$ cat src/rtl/uart_cmd_rx_if.sv
// uart_cmd_rx_if
//   Command/byte result bundle from the UART command receiver to its consumer
//   (the VNA port switcher and any byte-level observer).
//   master : driven by uart_cmd_rx
//   slave  : consumer side
// Signals:
//   new_state         [1:0] last committed command code, held between commands
//   new_state_arrived       one-cycle strobe, new_state freshly committed
//   rx_byte           [7:0] last correctly framed byte
//   rx_valid                one-cycle strobe when rx_byte updates
//   frame_err               one-cycle strobe, stop bit sampled low
//   cmd_err                 one-cycle strobe, byte is not a command/terminator
interface uart_cmd_rx_if;
    logic [1:0] new_state;
    logic       new_state_arrived;
    logic [7:0] rx_byte;
    logic       rx_valid;
    logic       frame_err;
    logic       cmd_err;

    modport master (
        output new_state, new_state_arrived, rx_byte, rx_valid, frame_err, cmd_err
    );
    modport slave (
        input  new_state, new_state_arrived, rx_byte, rx_valid, frame_err, cmd_err
    );
endinterface

$ cat src/rtl/uart_cmd_rx.sv
// uart_cmd_rx
//   8N1 UART receiver plus single-character command parser. Commands '0'/'1'/'2'
//   select a fixed port, 'A'/'a' requests auto-cycling (code 3); a CR or LF
//   commits the pending command to new_state with a one-cycle strobe.
// Ports:
//   Clk      system clock, rising edge
//   Rst_n    asynchronous active-low reset
//   UART_RX  asynchronous serial line, idles high
//   cmd      uart_cmd_rx_if.master: new_state, strobes, rx_byte
module uart_cmd_rx #(
    parameter int CLKS_PER_BIT = 434,
    parameter int CNT_W        = $clog2(CLKS_PER_BIT)
) (
    input  logic          Clk,
    input  logic          Rst_n,
    input  logic          UART_RX,
    uart_cmd_rx_if.master cmd
);
    localparam logic [CNT_W-1:0] HALF = CNT_W'(CLKS_PER_BIT / 2 - 1);
    localparam logic [CNT_W-1:0] FULL = CNT_W'(CLKS_PER_BIT - 1);

    typedef enum logic [2:0] {S_IDLE, S_START, S_DATA, S_STOP, S_BREAK} state_t;

    state_t           state_q, state_d;
    logic             rx_meta_q, rx_meta_d;
    logic             rxs_q, rxs_d;
    logic [CNT_W-1:0] cnt_q, cnt_d;
    logic [2:0]       bit_idx_q, bit_idx_d;
    logic [7:0]       shreg_q, shreg_d;
    logic [7:0]       rx_byte_q, rx_byte_d;
    logic             rx_valid_q, rx_valid_d;
    logic             frame_err_q, frame_err_d;
    logic             cmd_err_q, cmd_err_d;
    logic             pend_q, pend_d;
    logic [1:0]       pend_code_q, pend_code_d;
    logic [1:0]       new_state_q, new_state_d;
    logic             nsa_q, nsa_d;

    always_ff @(posedge Clk or negedge Rst_n) begin
        if (!Rst_n) begin
            state_q     <= S_IDLE;
            rx_meta_q   <= 1'b1;   // line idles high; avoid a false start at release
            rxs_q       <= 1'b1;
            cnt_q       <= '0;
            bit_idx_q   <= '0;
            shreg_q     <= '0;
            rx_byte_q   <= '0;
            rx_valid_q  <= 1'b0;
            frame_err_q <= 1'b0;
            cmd_err_q   <= 1'b0;
            pend_q      <= 1'b0;
            pend_code_q <= '0;
            new_state_q <= '0;
            nsa_q       <= 1'b0;
        end else begin
            state_q     <= state_d;
            rx_meta_q   <= rx_meta_d;
            rxs_q       <= rxs_d;
            cnt_q       <= cnt_d;
            bit_idx_q   <= bit_idx_d;
            shreg_q     <= shreg_d;
            rx_byte_q   <= rx_byte_d;
            rx_valid_q  <= rx_valid_d;
            frame_err_q <= frame_err_d;
            cmd_err_q   <= cmd_err_d;
            pend_q      <= pend_d;
            pend_code_q <= pend_code_d;
            new_state_q <= new_state_d;
            nsa_q       <= nsa_d;
        end
    end

    // Receiver: synchroniser, bit timer and frame FSM
    always_comb begin
        rx_meta_d   = UART_RX;
        rxs_d       = rx_meta_q;
        state_d     = state_q;
        cnt_d       = cnt_q + CNT_W'(1);
        bit_idx_d   = bit_idx_q;
        shreg_d     = shreg_q;
        rx_byte_d   = rx_byte_q;
        rx_valid_d  = 1'b0;
        frame_err_d = 1'b0;
        case (state_q)
            S_IDLE: begin
                cnt_d = '0;
                if (!rxs_q) state_d = S_START;
            end
            S_START: begin
                if (cnt_q == HALF) begin
                    if (!rxs_q) begin
                        cnt_d     = '0;
                        bit_idx_d = '0;
                        state_d   = S_DATA;
                    end else begin
                        state_d = S_IDLE;   // glitch shorter than half a bit
                    end
                end
            end
            S_DATA: begin
                if (cnt_q == FULL) begin
                    shreg_d   = {rxs_q, shreg_q[7:1]};   // LSB first
                    cnt_d     = '0;
                    bit_idx_d = bit_idx_q + 3'd1;
                    if (bit_idx_q == 3'd7) state_d = S_STOP;
                end
            end
            S_STOP: begin
                if (cnt_q == FULL) begin
                    cnt_d = '0;
                    if (rxs_q) begin
                        rx_byte_d  = shreg_q;
                        rx_valid_d = 1'b1;
                        state_d    = S_IDLE;
                    end else begin
                        frame_err_d = 1'b1;
                        state_d     = S_BREAK;
                    end
                end
            end
            S_BREAK: begin
                // A held-low line must return high before another start is armed
                cnt_d = '0;
                if (rxs_q) state_d = S_IDLE;
            end
            default: state_d = S_IDLE;
        endcase
    end

    // Parser: acts on the registered byte one cycle after rx_valid
    always_comb begin
        pend_d      = pend_q;
        pend_code_d = pend_code_q;
        new_state_d = new_state_q;
        nsa_d       = 1'b0;
        cmd_err_d   = 1'b0;
        if (frame_err_q) begin
            pend_d = 1'b0;
        end else if (rx_valid_q) begin
            case (rx_byte_q)
                8'h30, 8'h31, 8'h32: begin
                    pend_code_d = rx_byte_q[1:0];
                    pend_d      = 1'b1;
                end
                8'h41, 8'h61: begin
                    pend_code_d = 2'd3;
                    pend_d      = 1'b1;
                end
                8'h0D, 8'h0A: begin
                    // Terminator with nothing pending is dropped so CRLF commits once
                    if (pend_q) begin
                        new_state_d = pend_code_q;
                        nsa_d       = 1'b1;
                        pend_d      = 1'b0;
                    end
                end
                default: begin
                    cmd_err_d = 1'b1;
                    pend_d    = 1'b0;
                end
            endcase
        end
    end

    assign cmd.new_state         = new_state_q;
    assign cmd.new_state_arrived = nsa_q;
    assign cmd.rx_byte           = rx_byte_q;
    assign cmd.rx_valid          = rx_valid_q;
    assign cmd.frame_err         = frame_err_q;
    assign cmd.cmd_err           = cmd_err_q;
endmodule
$ cat src/flat_wrapper.sv
// flat-port wrapper written by rule: the top's interface ports become plain ports
module uart_cmd_rx_flat 
#(
    parameter int CLKS_PER_BIT = 434,
    parameter int CNT_W        = $clog2(CLKS_PER_BIT)
)
  (Clk, Rst_n, UART_RX, cmd_new_state, cmd_new_state_arrived, cmd_rx_byte, cmd_rx_valid, cmd_frame_err, cmd_cmd_err);
  uart_cmd_rx_if cmd_i ();
  input  logic Clk;
  input  logic Rst_n;
  input  logic UART_RX;
  output wire logic [$bits(cmd_i.new_state)-1:0] cmd_new_state;
  output wire logic [$bits(cmd_i.new_state_arrived)-1:0] cmd_new_state_arrived;
  output wire logic [$bits(cmd_i.rx_byte)-1:0] cmd_rx_byte;
  output wire logic [$bits(cmd_i.rx_valid)-1:0] cmd_rx_valid;
  output wire logic [$bits(cmd_i.frame_err)-1:0] cmd_frame_err;
  output wire logic [$bits(cmd_i.cmd_err)-1:0] cmd_cmd_err;
  assign cmd_new_state = cmd_i.new_state;
  assign cmd_new_state_arrived = cmd_i.new_state_arrived;
  assign cmd_rx_byte = cmd_i.rx_byte;
  assign cmd_rx_valid = cmd_i.rx_valid;
  assign cmd_frame_err = cmd_i.frame_err;
  assign cmd_cmd_err = cmd_i.cmd_err;
  uart_cmd_rx #(.CLKS_PER_BIT(CLKS_PER_BIT), .CNT_W(CNT_W)) u_core (.Clk(Clk), .Rst_n(Rst_n), .UART_RX(UART_RX), .cmd(cmd_i));
endmodule
$ cat config.mk
export PLATFORM = sky130hd
export DESIGN_NAME = uart_cmd_rx_flat
export DESIGN_NICKNAME = d
export VERILOG_FILES = /design/src/rtl/uart_cmd_rx_if.sv /design/src/rtl/uart_cmd_rx.sv /design/src/flat_wrapper.sv
export SDC_FILE = /design/constraint.sdc
export NUM_CORES = 1
export LEC_CHECK = 0
export ABC_CLOCK_PERIOD_IN_PS = 2200
export CORE_UTILIZATION = 50
export CTS_BUF_LIST = sky130_fd_sc_hd__clkbuf_16
export DETAILED_ROUTE_END_ITERATION = 8
export PLACE_DENSITY = 0.7
export RECOVER_POWER = 100
export SLEW_MARGIN = 0
export SYNTH_ARGS = -nofsm -noshare
export SYNTH_HDL_FRONTEND = slang
export SYNTH_SLANG_ARGS = --single-unit
$ cat constraint.sdc
create_clock -name Clk -period 2.2 [get_ports Clk]
set_clock_uncertainty 0.15 [all_clocks]
set_input_delay 0.44 -clock Clk [delete_from_list [all_inputs] [get_ports Clk]]
set_output_delay 0.44 -clock Clk [all_outputs]
set_load 0.01 [all_outputs]
# Word level (Yosys, flattened, before mapping)
# Index checks and enable logic that the tools add are counted.
# W data, S select, Z words.
# op_classes
n_bitwise	1
reduce_logical	17
eq_ne	21
addsub	2
muxes	34
# ops
cell	count
$mux W3	10
$mux W9	3
$pmux W9 S3	1
$eq A8 B6 Y1 const B	3
$eq A8 B4 Y1 const B	2
$eq A8 B7 Y1 const B	2
$mux W1	16
$pmux W3 S5	1
$ne A2 B1 Y1 const B	5
$add A9 B1 Y9 const B	1
$eq A9 B8 Y1 const B	1
$eq A9 B9 Y1 const B	1
$reduce_and A4 Y1	2
$reduce_or A2 Y1	4
$reduce_or A7 Y1	1
$eq A3 B2 Y1 const B	2
$eq A3 B3 Y1 const B	2
$pmux W3 S2	1
$reduce_and A3 Y1	2
$reduce_and A6 Y1	1
$reduce_bool A2 Y1	3
$reduce_or A5 Y1	1
$ne A2 B2 Y1 const B	2
$pmux W2 S2	1
7 further kinds	7
# word_totals
reg_bits	42
input_bits	3
out_inout_bits	14
wordCells	89

# Logic depth before layout (Yosys ltp)
# logic_depth
depth_word	5
depth_mapped	6

# Worst setup path before layout
# Ideal clock, no wire load.
# synth_path
kind	reg2reg
startpoint	register u_core.cnt_q[1]
endpoint	register u_core.bit_idx_q[0]
path_slack_ns	0.446
setup_time_ns	0.125
stages_incl_launch_ff	7
required_ns	1.925
path_buffers	0
t_arrival_ns	1.480
period_less_slack_ns	1.754
cell_sequence	dfrtp_1 -> inv_1 -> ha_1 -> and4bb_1 -> nand4_1 -> a21oi_2 -> mux2_2
# synth_via
elab_chain_cells	3
# synth_lines
item	line_no	text
from (decl)	uart_cmd_rx.sv:27	logic [CNT_W-1:0] cnt_q, cnt_d;
from (signal assigned)	uart_cmd_rx.sv:59	cnt_q <= cnt_d;
$eq A9 B9 Y1 / $eq A9 B8 Y1 (equally long branches)	uart_cmd_rx.sv:101, uart_cmd_rx.sv:90	
$ne A2 B1 Y1 (no source line)	--	
$reduce_and A4 Y1 (no source line) *	--	
to (signal assigned)	uart_cmd_rx.sv:60	bit_idx_q <= bit_idx_d;
to (decl)	uart_cmd_rx.sv:28	logic [2:0] bit_idx_q, bit_idx_d;
# Every way passes the cells marked *; elsewhere a longest branch is shown, timed or not.
# A chain may end at the register's enable or synchronous reset.

# Worst setup path after layout
# layout_path
startpoint	register u_core.state_q[1]
endpoint	register u_core.rx_byte_q[6] (netlist: u_core.cmd.rx_byte[6])
# layout_via
elab_chain_cells	2
# layout_lines
item	line_no	text
from (decl)	uart_cmd_rx.sv:24	state_t state_q, state_d;
from (signal assigned)	uart_cmd_rx.sv:56	state_q <= state_d;
$eq A3 B2 Y1	uart_cmd_rx.sv:84	case (state_q)
$reduce_and A3 Y1 (no source line)	--	
to (signal assigned)	uart_cmd_rx.sv:62	rx_byte_q <= rx_byte_d;
to (decl)	uart_cmd_rx.sv:30	logic [7:0] rx_byte_q, rx_byte_d;
# No other way between the ends.

==> out/results.tsv <==
stage	metric	value	unit
logic_synthesis	synth_fp_nets	173	
layout	layout_common_cells	dfrtp_1 (40), mux2_2 (21), dlygate4sd3_1 (16), nor3_1 (10)	
clocking	cts_sinks	42	
floorplanning	core	3716	um2
sta	fmax	481.4	MHz
power	p_total	1510	uW
worst_setup_path	crit_type	register to register	
floorplanning	die-area	4199	um2
place	hpwl	2.510	mm
floorplanning	die_y	64.80	um
clocking	htree_levels	2	
logic_synthesis	synth-simple-area-share	19.80	%
logic_synthesis	synth-main-ff-cell	dfrtp_1	
layout	fin_nets	195	
status	status	complete, no violations	
layout	antennaDiodeCount	0	
clocking	cts_tree	done	
logic_synthesis	synth_edf_count	0	
sta	worst_slack	0.1226	ns
clocking	cts_setup_buffers	0	
clocking	ctsHoldBuffers	1	
worst_setup_path	reg2reg_depth	4	
sta	rsz0062_at_grt	false	
worst_setup_path	cp-end-kind	register	
drt	drt.antenna.violating_nets	0	
sta	tightestPinTransition	1.223	ns
logic_synthesis	synth_top_area_share	50.76	%
logic_synthesis	muxShareOfSynthArea	12.75	%
worst_setup_path	crit-reg2reg-launch	u_core.state_q[1]	
drt	drc	0	
floorplanning	start_util	53.06	%
layout	area_delta_synth_final	17.89	%
floorplanning	core.rowCount	22	
global_routing	grt_pass1_wl	6.244	mm
floorplanning	dieWidth	64.80	um
clocking	cts_root_buffer	clkbuf_16	
logic_synthesis	synth-compound-area-share	5.203	%
clocking	worstSkewPairLatency	0.28	ns
worst_setup_path	rrSetupSlack	0.12	ns
drt	dr.pass1.iters	4	
logic_synthesis	yosysWarnings	0	
clocking	clockBufferDepth	2	
global_routing	grt.overflow.total	0	
sta	period_minus_slack	2.077	ns
logic_synthesis	synth_cell_types	43	
drt	via_per_inst	5.500	
floorplanning	pin_count	17	
logic_synthesis	yosysSeqAreaShare	53.43	%
clocking	ctsResizeCount	0	
logic_synthesis	synth-adder-area-share	3.173	%
worst_setup_path	arrival	2.09	ns
clocking	cts_buffers	5	
worst_setup_path	rr_endpoint	u_core.cmd.rx_byte[6]	
worst_setup_path	cp.required	2.22	ns
logic_synthesis	synth_top_family_by_area	simple AND/OR/NAND/NOR gates	
layout	layout-drive-gt1-share	19.15	%
place	place_congestion	0.8657	
global_routing	antenna_found_initial	0	
sta	setup-tns-final	0	ns
global_routing	grt_usage	19.89	%
worst_hold_path	holdPathEnd	u_core.rxs_q	
logic_synthesis	ys_ff_latch	42	
logic_synthesis	syn_inst	165	
logic_synthesis	synthArstFlopShare	100.0	%
logic_synthesis	syn_area	1972	um2
logic_synthesis	netlist_top_cells_area	dfrtp_1 (51%), mux2_2 (12%), ha_1 (3.2%), dfstp_2 (2.7%), xnor2_1 (2.7%)	
worst_hold_path	hold_start	u_core.rx_meta_q	
worst_setup_path	start_kind	register	
worst_hold_path	holdPathStages	0	
run	drv_cap	0	
global_routing	grt_pass1_vias	1342	
sta	timing.final.crit_share	94.43	%
layout	final_common_cell	dfrtp_1	
layout	fill_cells	317	
worst_hold_path	hold_path_class	register to register	
sta	slew_headroom	18.45	%
global_routing	grt_max_degree	23	
sta	final-max-slew-violation-count	0	
drt	routed_wl	3.422	mm
power	power_density	649.6	nW/um2
sta	holdWs	0.2107	ns
drt	drt-initial-drc-count	73	
logic_synthesis	synth.largest_area_cell	dfrtp_1	
power	ir_worst_vdd	570.7	uV
place	io_buffer_count	16	
logic_synthesis	synth_xor_area_share	3.109	%
place	place_ws	0.1914	ns
logic_synthesis	syn_avg_cell_area	11.95	um2
sta	hold_viol_final	0	
clocking	path_clk_slew	0.06	ns
sta	setup_viol	0	
power	power.leakage	0.001143	uW
worst_setup_path	path_max_fanout	11	
drt	via_count	1298	
drt	wl_per_cell	14.50	um
worst max-delay path by stage:
stage / cells after the start / endpoint / slack [ns] / from
4_1_cts: 4 / u_core.cmd.rx_byte[7] / 0.12 / u_core.state_q[1]
3_5_place_dp: 4 / u_core.cmd.rx_byte[7] / 0.19 / u_core.state_q[1]
5_1_grt: 4 / u_core.cmd.rx_byte[4] / 0.01 / u_core.state_q[1]
3_3_place_gp: 4 / u_core.cmd.rx_byte[6] / 0.32 / u_core.state_q[1]
6_report: 4 / u_core.cmd.rx_byte[6] / 0.12 / u_core.state_q[1]
2_1_floorplan: 6 / u_core.bit_idx_q[0] / 0.45 / u_core.cnt_q[1]
power breakdown:
group | switching, uW | total (uW) | internal, uW
clock | 290 | 709 | 419
sequential | 2.31 | 778 | 776
combinational | 15.9 | 22.5 | 6.57
layer usage:
layer	routed length [um]	share of wire [%]	global-route usage (%)
met1	1671	49	27.65
met2	1592	47	29.82
met3	119	3.5	4.754
met4	39	1.1	8.056
met5	0	0	0
area by class of cell:
cell class | instances | area, um2 | share of cell area (%)
clock inverter | 3 | 21.27 | 0.9150
inverter | 5 | 18.77 | 0.8073
clock buffer | 5 | 125.1 | 5.382
tap | 48 | 60.06 | 2.583
timing repair buffer | 19 | 187.7 | 8.073
sequential | 42 | 1054 | 45.32
multi-input combinational | 114 | 858.3 | 36.92
synthesized netlist by cell type (2+ instances only):
| cell | count |
|---|---|
| nand2_1 | 9 |
| mux2_2 | 21 |
| dfstp_2 | 2 |
| and3_1 | 3 |
| nor2_1 | 9 |
| nor3b_1 | 2 |
| nand3_1 | 7 |
| inv_1 | 5 |
| dfrtp_1 | 40 |
| a21oi_1 | 4 |
| nor2b_1 | 3 |
| or3_1 | 2 |
| xnor2_1 | 6 |
| ha_1 | 5 |
| nand4_2 | 2 |
| nand2b_1 | 2 |
| nor3_1 | 10 |
| nand3b_1 | 3 |
| nand4_1 | 4 |
| buf_6 | 2 |
| and4bb_1 | 2 |
flip-flops by register name (all words and copies together) (netlist names):
| name | flops |
|---|---|
| u_core.bit_idx_q | 3 |
| u_core.cmd.new_state_arrived | 1 |
| u_core.cmd.new_state | 2 |
| u_core.cmd.frame_err | 1 |
| u_core.cmd.cmd_err | 1 |
| u_core.cnt_q | 9 |
| u_core.pend_code_q | 2 |
| u_core.shreg_q | 8 |
| u_core.state_q | 3 |
| u_core.pend_q | 1 |
| u_core.rx_meta_q | 1 |
| u_core.rxs_q | 1 |
| u_core.cmd.rx_byte | 8 |
| u_core.cmd.rx_valid | 1 |
stage by stage:
step           util, %  instance area [um2]  cells
6_report         62.56                 2325    236
5_1_grt          62.56                 2325    236
4_1_cts          62.96                 2340    236
3_5_place_dp     58.75                 2183    227
3_3_place_gp     58.75                 2183    227
2_1_floorplan        -                 1972    165
kinds of logic after synthesis:
group / Yosys count
AOI/OAI and AO/OA: 15
xor gates and xnor gates: 7
adders and majority gates: 5
buffers and inverters: 9
DFF: 42
muxes: 22
and+or+nand+nor: 65
worst max-delay path: stages, from the launching register on:
cell and delay [ns]:
dfrtp_1 0.51, nor2b_1 0.44, nand3_1 0.23, nor2_4 0.26, mux2_2 0.37
(Power assumes the default switching activity.)
